**src/rtl/rf_pkg.sv**
```systemverilog
// Shared types and constants for the register-file write-port arbiter.
package rf_pkg;

    localparam int DEF_DATA_W = 32;
    localparam int DEF_ADDR_W = 5;

    localparam logic [4:0] REG_ZERO = 5'h0;

    typedef struct packed {
        logic [DEF_ADDR_W-1:0] regNum;
        logic [DEF_DATA_W-1:0] data;
    } wr_req_t;

    typedef enum logic {
        REQ_A = 1'b0,
        REQ_B = 1'b1
    } req_id_t;

endpackage

```
**src/rtl/rf_wr_slot.sv**
```systemverilog
// One-entry write holding slot. A slot that is granted this cycle can take
// a new request on the same edge, so a streaming requester sees no bubble.
module rf_wr_slot #(
    parameter int DATA_W = 32,
    parameter int ADDR_W = 5
) (
    input  logic              clk,
    input  logic              rst,
    input  logic              inValid,
    output logic              inReady,
    input  logic [ADDR_W-1:0] inReg,
    input  logic [DATA_W-1:0] inData,
    input  logic              grant,
    output logic              full,
    output logic [ADDR_W-1:0] slotReg,
    output logic [DATA_W-1:0] slotData
);

    assign inReady = !full || grant;

    always_ff @(posedge clk) begin
        if (!rst) begin
            full     <= 1'b0;
            slotReg  <= '0;
            slotData <= '0;
        end else if (inValid && inReady) begin
            full     <= 1'b1;
            slotReg  <= inReg;
            slotData <= inData;
        end else if (grant) begin
            full <= 1'b0;
        end
    end

endmodule

```
**src/rtl/regfile_wr_arbiter.sv**
```systemverilog
// Two-requester arbiter for the register file's single write port.
// Define RFARB_FIXED_PRIO_EN to replace round-robin with fixed A priority.
module regfile_wr_arbiter
    import rf_pkg::*;
#(
    parameter int DATA_W = DEF_DATA_W,
    parameter int ADDR_W = DEF_ADDR_W
) (
    input  logic              clk,
    input  logic              rst,
    input  logic              a_valid,
    output logic              a_ready,
    input  logic [ADDR_W-1:0] a_reg,
    input  logic [DATA_W-1:0] a_data,
    input  logic              b_valid,
    output logic              b_ready,
    input  logic [ADDR_W-1:0] b_reg,
    input  logic [DATA_W-1:0] b_data,
    output logic              wr_en,
    output logic [ADDR_W-1:0] wr_reg,
    output logic [DATA_W-1:0] wr_data,
    output logic              busy
);

    // Handshake: a request transfers on a rising edge where x_valid and x_ready
    // are both high; while x_ready is low the requester holds reg/data stable.
    logic              fullA, fullB;
    logic              grantA, grantB;
    logic              loadA, loadB;
    logic              nextFullA, nextFullB;
    logic [ADDR_W-1:0] regA, regB, selReg;
    logic [DATA_W-1:0] dataA, dataB, selData;
    req_id_t           older;
`ifndef RFARB_FIXED_PRIO_EN
    req_id_t           rrPtr;
`endif

    rf_wr_slot #(.DATA_W(DATA_W), .ADDR_W(ADDR_W)) slotA (
        .clk(clk), .rst(rst),
        .inValid(a_valid), .inReady(a_ready), .inReg(a_reg), .inData(a_data),
        .grant(grantA), .full(fullA), .slotReg(regA), .slotData(dataA)
    );

    rf_wr_slot #(.DATA_W(DATA_W), .ADDR_W(ADDR_W)) slotB (
        .clk(clk), .rst(rst),
        .inValid(b_valid), .inReady(b_ready), .inReg(b_reg), .inData(b_data),
        .grant(grantB), .full(fullB), .slotReg(regB), .slotData(dataB)
    );

    assign loadA     = a_valid && a_ready;
    assign loadB     = b_valid && b_ready;
    assign nextFullA = loadA || (fullA && !grantA);
    assign nextFullB = loadB || (fullB && !grantB);

    always_comb begin
        grantA = 1'b0;
        grantB = 1'b0;
        if (fullA && fullB) begin
            if (regA == regB) begin
                grantA = (older == REQ_A);
            end else begin
`ifdef RFARB_FIXED_PRIO_EN
                grantA = 1'b1;
`else
                grantA = (rrPtr == REQ_A);
`endif
            end
            grantB = !grantA;
        end else begin
            grantA = fullA;
            grantB = fullB;
        end
    end

    assign selReg  = grantA ? regA : regB;
    assign selData = grantA ? dataA : dataB;
    assign busy    = fullA || fullB || wr_en;

    // A granted slot that refills holds younger data than a slot left waiting,
    // so age follows whichever slot was loaded on this edge.
    always_ff @(posedge clk) begin
        if (!rst) begin
            older <= REQ_A;
        end else if (nextFullA && nextFullB) begin
            if (loadA && !loadB) begin
                older <= REQ_B;
            end else if (loadA || loadB) begin
                older <= REQ_A;
            end
        end
    end

`ifndef RFARB_FIXED_PRIO_EN
    always_ff @(posedge clk) begin
        if (!rst) begin
            rrPtr <= REQ_A;
        end else if (fullA && fullB) begin
            rrPtr <= grantA ? REQ_B : REQ_A;
        end
    end
`endif

    always_ff @(posedge clk) begin
        if (!rst) begin
            wr_en   <= 1'b0;
            wr_reg  <= '0;
            wr_data <= '0;
        end else if (grantA || grantB) begin
            wr_en   <= (selReg != ADDR_W'(REG_ZERO));
            wr_reg  <= selReg;
            wr_data <= selData;
        end else begin
            wr_en <= 1'b0;
        end
    end

endmodule

```
**config.mk**
```make
export PLATFORM = sky130hd
export DESIGN_NAME = regfile_wr_arbiter
export DESIGN_NICKNAME = d
export VERILOG_FILES = /design/src/rtl/rf_pkg.sv /design/src/rtl/rf_wr_slot.sv /design/src/rtl/regfile_wr_arbiter.sv
export SDC_FILE = /design/constraint.sdc
export NUM_CORES = 1
export LEC_CHECK = 0
export ABC_AREA = 1
export CORE_ASPECT_RATIO = 0.8
export CORE_MARGIN = 4
export CORE_UTILIZATION = 30
export CTS_CLUSTER_SIZE = 40
export DETAILED_ROUTE_END_ITERATION = 8
export GPL_TIMING_DRIVEN = 0
export PLACE_DENSITY = 0.51
export SYNTH_ARGS = -nofsm -noshare
export SYNTH_HDL_FRONTEND = slang
export SYNTH_SLANG_ARGS = --single-unit
```
**constraint.sdc**
```tcl
create_clock -name clk -period 4.15 [get_ports clk]
set_input_delay 0.83 -clock clk [delete_from_list [all_inputs] [get_ports clk]]
set_output_delay 0.83 -clock clk [all_outputs]
set_load 0.01 [all_outputs]
```
After elaboration in Yosys (flattened, before gate mapping)
Cells that the tools add are included.
{"block": "word_totals", "reg_bits": 116, "output_inout_bits": 41, "wordCells": 54}
{"block": "classes", "n_eq_ne": 1, "muxes": 13, "bitwise_logic": 2, "reduce_logical": 27}
{"op": "$mux 32", "count": 1}
{"op": "$mux 1", "count": 11}
{"op": "$logic_or 1x1->1", "count": 8}
{"op": "$logic_and 1x1->1", "count": 7}
{"op": "$logic_not 1->1", "count": 6}
{"op": "$reduce_bool 2->1", "count": 3}
{"op": "$eq 5x5->1", "count": 1}
{"op": "$mux 5", "count": 1}
{"op": "$reduce_bool 5->1", "count": 1}
{"op": "$reduce_and 2->1", "count": 2}
{"op": "$not 1->1", "count": 2}

Depth between registers and ports, before layout
Gate-level depths: netlist of the first run.
{"block": "logic_depth", "ltp_word": 11, "ltp_mapped": 15, "mapped_depth_nobuf": 14}

By module
A second synthesis of the first run with hierarchy kept.
{"block": "hier_totals", "cells_unflattened": 758, "hier_area_um2": 5485.3}
{"module": "rf_wr_slot", "n_inst": 2, "cells_per_inst": 247, "area_each_um2": 1806.7, "seq_area_each_um2": 760.7}
{"module": "regfile_wr_arbiter", "n_inst": 1, "cells_per_inst": 264, "area_each_um2": 1871.8, "seq_area_each_um2": 800.8}

Worst setup path after synthesis of the first run
OpenSTA, ideal clock, no wires.
{"block": "synth_path", "kind": "register to output", "startpoint": "register slotA.full", "endpoint": "output busy", "arrival_ns": 1.207, "required_ns": 3.320, "setup_slack_ns": 2.113, "path_stages_with_launch": 5, "n_path_buf": 1, "path_cell_list": "dfxtp_1 buf_2 nor2_1 inv_1 or2_2"}
{"block": "synth_via", "elab_chain_cells": 2}
{"item": "from (decl)", "line_no": "rf_wr_slot.sv:14", "text": "output logic full,"}
{"item": "from (signal assigned)", "line_no": "rf_wr_slot.sv:23", "text": "full <= 1'b0;"}
{"item": "from (signal assigned)", "line_no": "rf_wr_slot.sv:27", "text": "full <= 1'b1;"}
{"item": "from (signal assigned)", "line_no": "rf_wr_slot.sv:31", "text": "full <= 1'b0;"}
{"item": "$logic_or 1x1->1 (2 in series)", "line_no": "regfile_wr_arbiter.sv:77", "text": "assign busy = fullA || fullB || wr_en;"}
{"item": "to (decl)", "line_no": "regfile_wr_arbiter.sv:22", "text": "output logic busy"}
No other way between the ends.

Final worst setup path of the first run
Same ends and word-level chain as after synthesis.

==> results of run 1 <==
[Yosys cell counts]
library cell	instances
a21oi_1	37
a21oi_2	6
a31oi_1	4
buf_12	1
buf_2	7
buf_6	15
buf_8	1
clkbuf_1	17
clkbuf_2	1
dfxtp_1	116
inv_1	48
inv_2	1
inv_6	1
nand2_1	60
nand2_2	1
nand2_4	3
nand2_8	1
nand3_1	38
nand3_4	1
nand4_1	1
nor2_1	66
nor2_2	11
o211ai_1	2
o21ai_0	96
o21ai_1	45
o31ai_2	1
or2_2	1
xnor2_1	1
[worst register-to-register path: stages (launching register included)]
cell	delay (ns)
dfxtp_1	0.29
buf_2	0.18
nor2_1	0.52
nor2_1	0.19
inv_1	0.20
clkbuf_1	0.43
o21ai_0	0.17
[cell usage in the layout (no fill, tap or decap), types with 2 or more instances in the layout]
| cell | count |
|---|---|
| clkdlybuf4s50_1 | 118 |
| buf_6 | 15 |
| clkinv_2 | 5 |
| clkbuf_1 | 19 |
| buf_2 | 7 |
| nand3_1 | 38 |
| o211ai_1 | 2 |
| clkbuf_16 | 17 |
| o21ai_1 | 45 |
| nand2_4 | 3 |
| nor2_1 | 66 |
| nand2_1 | 60 |
| nor2_2 | 11 |
| bufinv_16 | 2 |
| a21oi_1 | 37 |
| clkinvlp_4 | 3 |
| clkbuf_8 | 2 |
| inv_1 | 48 |
| dfxtp_1 | 116 |
| a21oi_2 | 6 |
| a31oi_1 | 4 |
| o21ai_0 | 96 |
[power by group]
group          leakage [nW]  switching (W)  internal (W)
clock network         0.274       0.000503      0.000905
registers             0.960      0.0000401       0.00120
logic                  1.46       0.000222      0.000211
total                  2.70       0.000765       0.00232
[worst max path at each step]
stage,start,to,cells after the start
2_1_floorplan,slotA.full$_SDFFE_PN0P_,busy,4
3_3_place_gp,slotA.full$_SDFFE_PN0P_,busy,5
3_5_place_dp,slotA.full$_SDFFE_PN0P_,busy,5
4_1_cts,slotA.full$_SDFFE_PN0P_,busy,5
5_1_grt,slotA.full$_SDFFE_PN0P_,busy,5
6_report,slotA.full$_SDFFE_PN0P_,busy,5
[cell type report]
cell class	instances	area [sq um]	share of cell area
Inverter	50	193	0.0289
Buffer	42	308	0.0462
Timing Repair Buffer	118	1180	0.177
Sequential cell	116	2320	0.349
Tap cell	210	263	0.0394
Multi-Input combinational cell	375	1830	0.274
Clock inverter	10	108	0.0162
Clock buffer	21	460	0.0691
[stage by stage]
stage                     utilization  setup slack, ns  std cells  hold WS [ns]  total power [W]
final                           0.441            0.797        942         0.453          0.00308
after global routing            0.441            0.632        942         0.478          0.00322
after CTS                       0.441            0.735        942         0.455          0.00311
after detailed placement        0.403             1.18        911         0.446          0.00170
after global placement          0.403             1.17        911         0.440          0.00169
after floorplan                     -             2.11        583         0.430          0.00148
[logic make-up after synthesis]
kind of cell,share of synthesized area
buffers and inverters,0.108
AO/OA/AOI/OAI,0.214
XOR/XNOR,0.00188
AND/OR/NAND/NOR,0.177
flip-flops,0.499
[routing by layer]
metal,part of all wire,track usage,vias up
met4,0.0091,0.0454,0
met5,0,0,-
li1,-,-,2206
met2,0.44,0.258,103
met1,0.50,0.225,1984
met3,0.047,0.0437,11
==> results.yml, run 1 <==
run_status:
  status: "finished, final reports clean"
setup_path:
  reg2reg_to: "wr_data[16]$_SDFFE_PN0N_"
  cp_slowest_cell: "nor2_1"
  endpoint_kind: "output pin"
  worstPathArrival_ns: 2.52
  cp.required_ns: 3.32
  r2r-start: "slotA.full$_SDFFE_PN0P_"
  ff2ff_path_depth: 6
  path_buf_inv: 3
  r2r_slack_ns: 2.03
  crit_fanout: 9
  crit_type: "flop to output pin"
  path_delay_family: "buffers and inverters"
  path_cells: "buf_2, nor2_1, inv_1, or2_2, clkdlybuf4s50_1"
  critPathLaunchType: "flop"
  cpPeakStageDelay_ns: 0.52
routing:
  dr.pass1.iters: 4
  vias_per_cell: 4.57
  vias: 4304
  drt-initial-drc-count: 211
  wl_per_cell_um: 14.9
  drtAntennaViolNets: 0
  wl_um: 14000
  drc: 0
worst_hold_path:
  min_to: "slotB.slotData[0]$_SDFFE_PN0P_"
  min_path_cells: 2
  hp-class: "flop to flop"
  hold_start: "slotB.slotData[0]$_SDFFE_PN0P_"
cts:
  cts_sinks: 116
  clk_latency_ns: 0.41
  postCtsSetupRepairBufs: 0
  cts_hold_buf: 0
  cts-resized-gates: 0
  cts_max_path_buffers: 2
  clkTransAtPathRegs_ns: 0.06
  htree_num_levels: 4
  cts_buffers: 17
  cts_root_buffer: "clkbuf_16"
  cts_tree: "yes"
pwr:
  ir_drop_v: 0.000306
  power.density_nw_per_um2: 463
  p_leak_nw: 2.70
timing:
  finalHoldViolCount: 0
  relSlewSlack: 0.565
  drv_slew: 0
  fin_crit_ns: 3.35
  setup_viol: 0
  fin_skew_ns: 0.0126
  period_share: 0.808
  fmax_ghz: 0.298
  finalSetupTns_ns: 0
  max_slew.worst_pin.slew_ns: 0.650
  rsz0062_at_grt: "false"
final_layout:
  antenna_cells: 0
  fillers: 1572
  fin_nets: 798
  layout-drive-gt1-share: 0.111
  reg_top3: "slotA.slotData x32, slotB.slotData x32, wr_data x32"
  area_delta_synth_final_pct: 43.3
  stdcell_area_sq_um: 6660
synth:
  yosysSeqAreaShare: 0.499
  synthDistinctLibCells: 28
  syn_avg_cell_area_sq_um: 7.98
  synth_fp_nets: 661
  synth_area_sq_um: 4650
  synth-seq-cells: 116
  yosys_warnings: 0
  synth_area_leaders: "dfxtp_1 50%, o21ai_0 10%, nor2_1 5.3%"
  syn-instance-count: 583
  synth_area_leader_cell: "dfxtp_1"
  synth_top_area_frac: 0.499
placement:
  port_buffers: 118
  place_congestion: 0.774
  hpwl_um: 10300
  placed_area_sq_um: 6090
die:
  die_y_um: 119
  row_count: 40
  core_area_sq_um: 15100
  ios: 119
  dieArea_sq_um: 17600
  die_width_um: 147
  start_util: 0.308
global_routing:
  grt_pass1_vias: 4399
  antenna_found_initial: 0
  grt.total_usage: 0.165
  grt_pass1_wl_um: 22600
  overflow: 0
  grt_max_degree: 17
flow_run:
  drv_cap: 0
(Power assumes the default switching activity.)
==> run 2, diff against run 1 <==
PLACE_DENSITY = 0.53   (was 0.51)
clock period = 2.9 ns   (was 4.15 ns; I/O delays follow)
==> run 2 against run 1 <==
Compared with the run above: routed wire length shrank 0.13%; sequential share of layout area decreased by 0.12 points; largest cell class unchanged; sequential power increased by 44%; power grew 43%; design area up 0.36%; critical endpoint is now a_ready; combinational power rose by 43%.
==> results.yml, run 2 (synthesized netlist as in run 1, its figures left out) <==
routing:
  drt-initial-drc-count: 214
  vias: 4375
  drtAntennaViolNets: 0
  drc: 0
  vias_per_cell: 4.64
  wl_per_cell_um: 14.9
  wl_um: 14000
  dr.pass1.iters: 4
final_layout:
  area_delta_synth_final_pct: 43.8
  fin_nets: 798
  layout-drive-gt1-share: 0.115
  reg_top3: "slotA.slotData x32, slotB.slotData x32, wr_data x32"
  seqCellArea_sq_um: 2320
  multi_input_area_sq_um: 1830
  layout_commonest_cell: "clkdlybuf4s50_1"
  fillers: 1502
  antenna_cells: 0
  final_cell_mix: "118 x clkdlybuf4s50_1, 116 x dfxtp_1, 96 x o21ai_0"
pwr:
  pwr-share-comb: 0.140
  cellInternalPower_w: 0.00333
  switching_share: 0.247
  p_sw_w: 0.00109
  fin_total_pwr_w: 0.00442
  clockPowerShare: 0.458
  power_frac_seq: 0.402
  ir_drop_v: 0.000392
  power.density_nw_per_um2: 661
  p_leak_nw: 2.71
cts:
  htree_num_levels: 4
  cts_tree: "yes"
  clkTransAtPathRegs_ns: 0.05
  clk_latency_ns: 0.42
  postCtsSetupRepairBufs: 0
  cts_root_buffer: "clkbuf_16"
  cts_buffers: 17
  cts_hold_buf: 0
  cts_sinks: 116
  cts_max_path_buffers: 2
setup_path:
  worstPathArrival_ns: 2.14
  critPathLaunchType: "flop"
  crit_type: "flop to output pin"
  endpoint_kind: "output pin"
  cp.required_ns: 2.32
  crit_fanout: 10
placement:
  hpwl_um: 10200
  place_congestion: 0.810
  port_buffers: 118
die:
  row_count: 40
  die_width_um: 147
  core_area_sq_um: 15100
  die_y_um: 119
  dieArea_sq_um: 17600
  start_util: 0.308
  ios: 119
global_routing:
  antenna_found_initial: 0
  overflow: 0
  grt_pass1_vias: 4483
  grt.total_usage: 0.166
  grt_pass1_wl_um: 22600
  grt_max_degree: 17
flow_run:
  drv_cap: 0
worst_hold_path:
  hp-class: "flop to flop"
timing:
  finalSetupTns_ns: 0
  relSlewSlack: 0.637
  period_share: 0.940
  fin_crit_ns: 2.72
  max_slew.worst_pin.slew_ns: 0.544
  fin_skew_ns: 0.00789
  fmax_ghz: 0.367
  setup_viol: 0
  rsz0062_at_grt: "false"
  drv_slew: 0
  finalHoldViolCount: 0
run_status:
  status: "finished, final reports clean"
run 2: changes by cell type in the layout (fill, tap and decap cells not counted):
cell | previous run | this run
bufinv_16 | 2 | 1
clkbuf_1 | 19 | 18
clkbuf_8 | 2 | 6
clkinv_2 | 5 | 4
nor2_1 | 66 | 65
nor2_4 | 0 | 1
run 2: per-layer routing:
metal,GRT usage,vias up,part of all wire
met5,0,-,0
met4,0.0588,0,0.014
met3,0.0479,16,0.070
met2,0.269,133,0.46
met1,0.211,2018,0.46
li1,-,2208,-
run 2: power groups by stage:
stage / Sequential, W / Combinational [W] / Clock [W]
detailed placement: 0.00181 / 0.000624 / 0
global route: 0.00179 / 0.000694 / 0.00214
global placement: 0.00180 / 0.000613 / 0
CTS: 0.00178 / 0.000628 / 0.00206
finish: 0.00178 / 0.000620 / 0.00202
floorplan: 0.00181 / 0.000308 / 0
run 2: what timing repair did:
action / CTS / global route
endpoints found under the hold margin: 0 / 0
setup endpoints to repair: 1 / 1
resized for setup: 1 / 1
cloned: 0 / 0
run 2: final cells by class:
| class | instances | share of cell area |
|---|---|---|
| Buffer | 42 | 0.0460 |
| Multi-Input combinational cell | 375 | 0.274 |
| Tap cell | 210 | 0.0393 |
| Clock inverter | 8 | 0.0109 |
| Sequential cell | 116 | 0.347 |
| Clock buffer | 24 | 0.0765 |
| Timing Repair Buffer | 118 | 0.177 |
| Inverter | 50 | 0.0288 |
run 2: stage by stage:
step	instances	hold slack (ns)	setup WS (ns)	cell area, sq um	utilization
floorplan	583	0.430	1.11	4650	-
detailed placement	911	0.446	0.212	6090	0.403
finish	943	0.452	0.175	6690	0.442
global placement	911	0.440	0.143	6090	0.403
CTS	943	0.453	0.00701	6680	0.442
global route	943	0.479	0.0734	6690	0.442
run 2: worst paths after layout:
kind / start / endpoint / slack [ns] / cells after the start
worst min-delay path: slotB.slotData[30]$_SDFFE_PN0P_ / slotB.slotData[30]$_SDFFE_PN0P_ / 0.45 / 2
worst max-delay path: slotA.slotReg[0]$_SDFFE_PN0P_ / a_ready / 0.18 / 8
worst max register to register: slotA.slotReg[0]$_SDFFE_PN0P_ / slotA.slotData[11]$_SDFFE_PN0P_ / 1.09 / 11
worst min register to register: slotB.slotData[30]$_SDFFE_PN0P_ / slotB.slotData[30]$_SDFFE_PN0P_ / 0.45 / 2
run 2: worst max-delay path: stages (launching register included):
cell and delay (ns):
dfxtp_1 0.34, inv_1 0.06, nand2_1 0.05, nand2_1 0.05
nor2_1 0.17, nand4_1 0.16, nand3_4 0.15, buf_6 0.18
clkdlybuf4s50_1 0.55
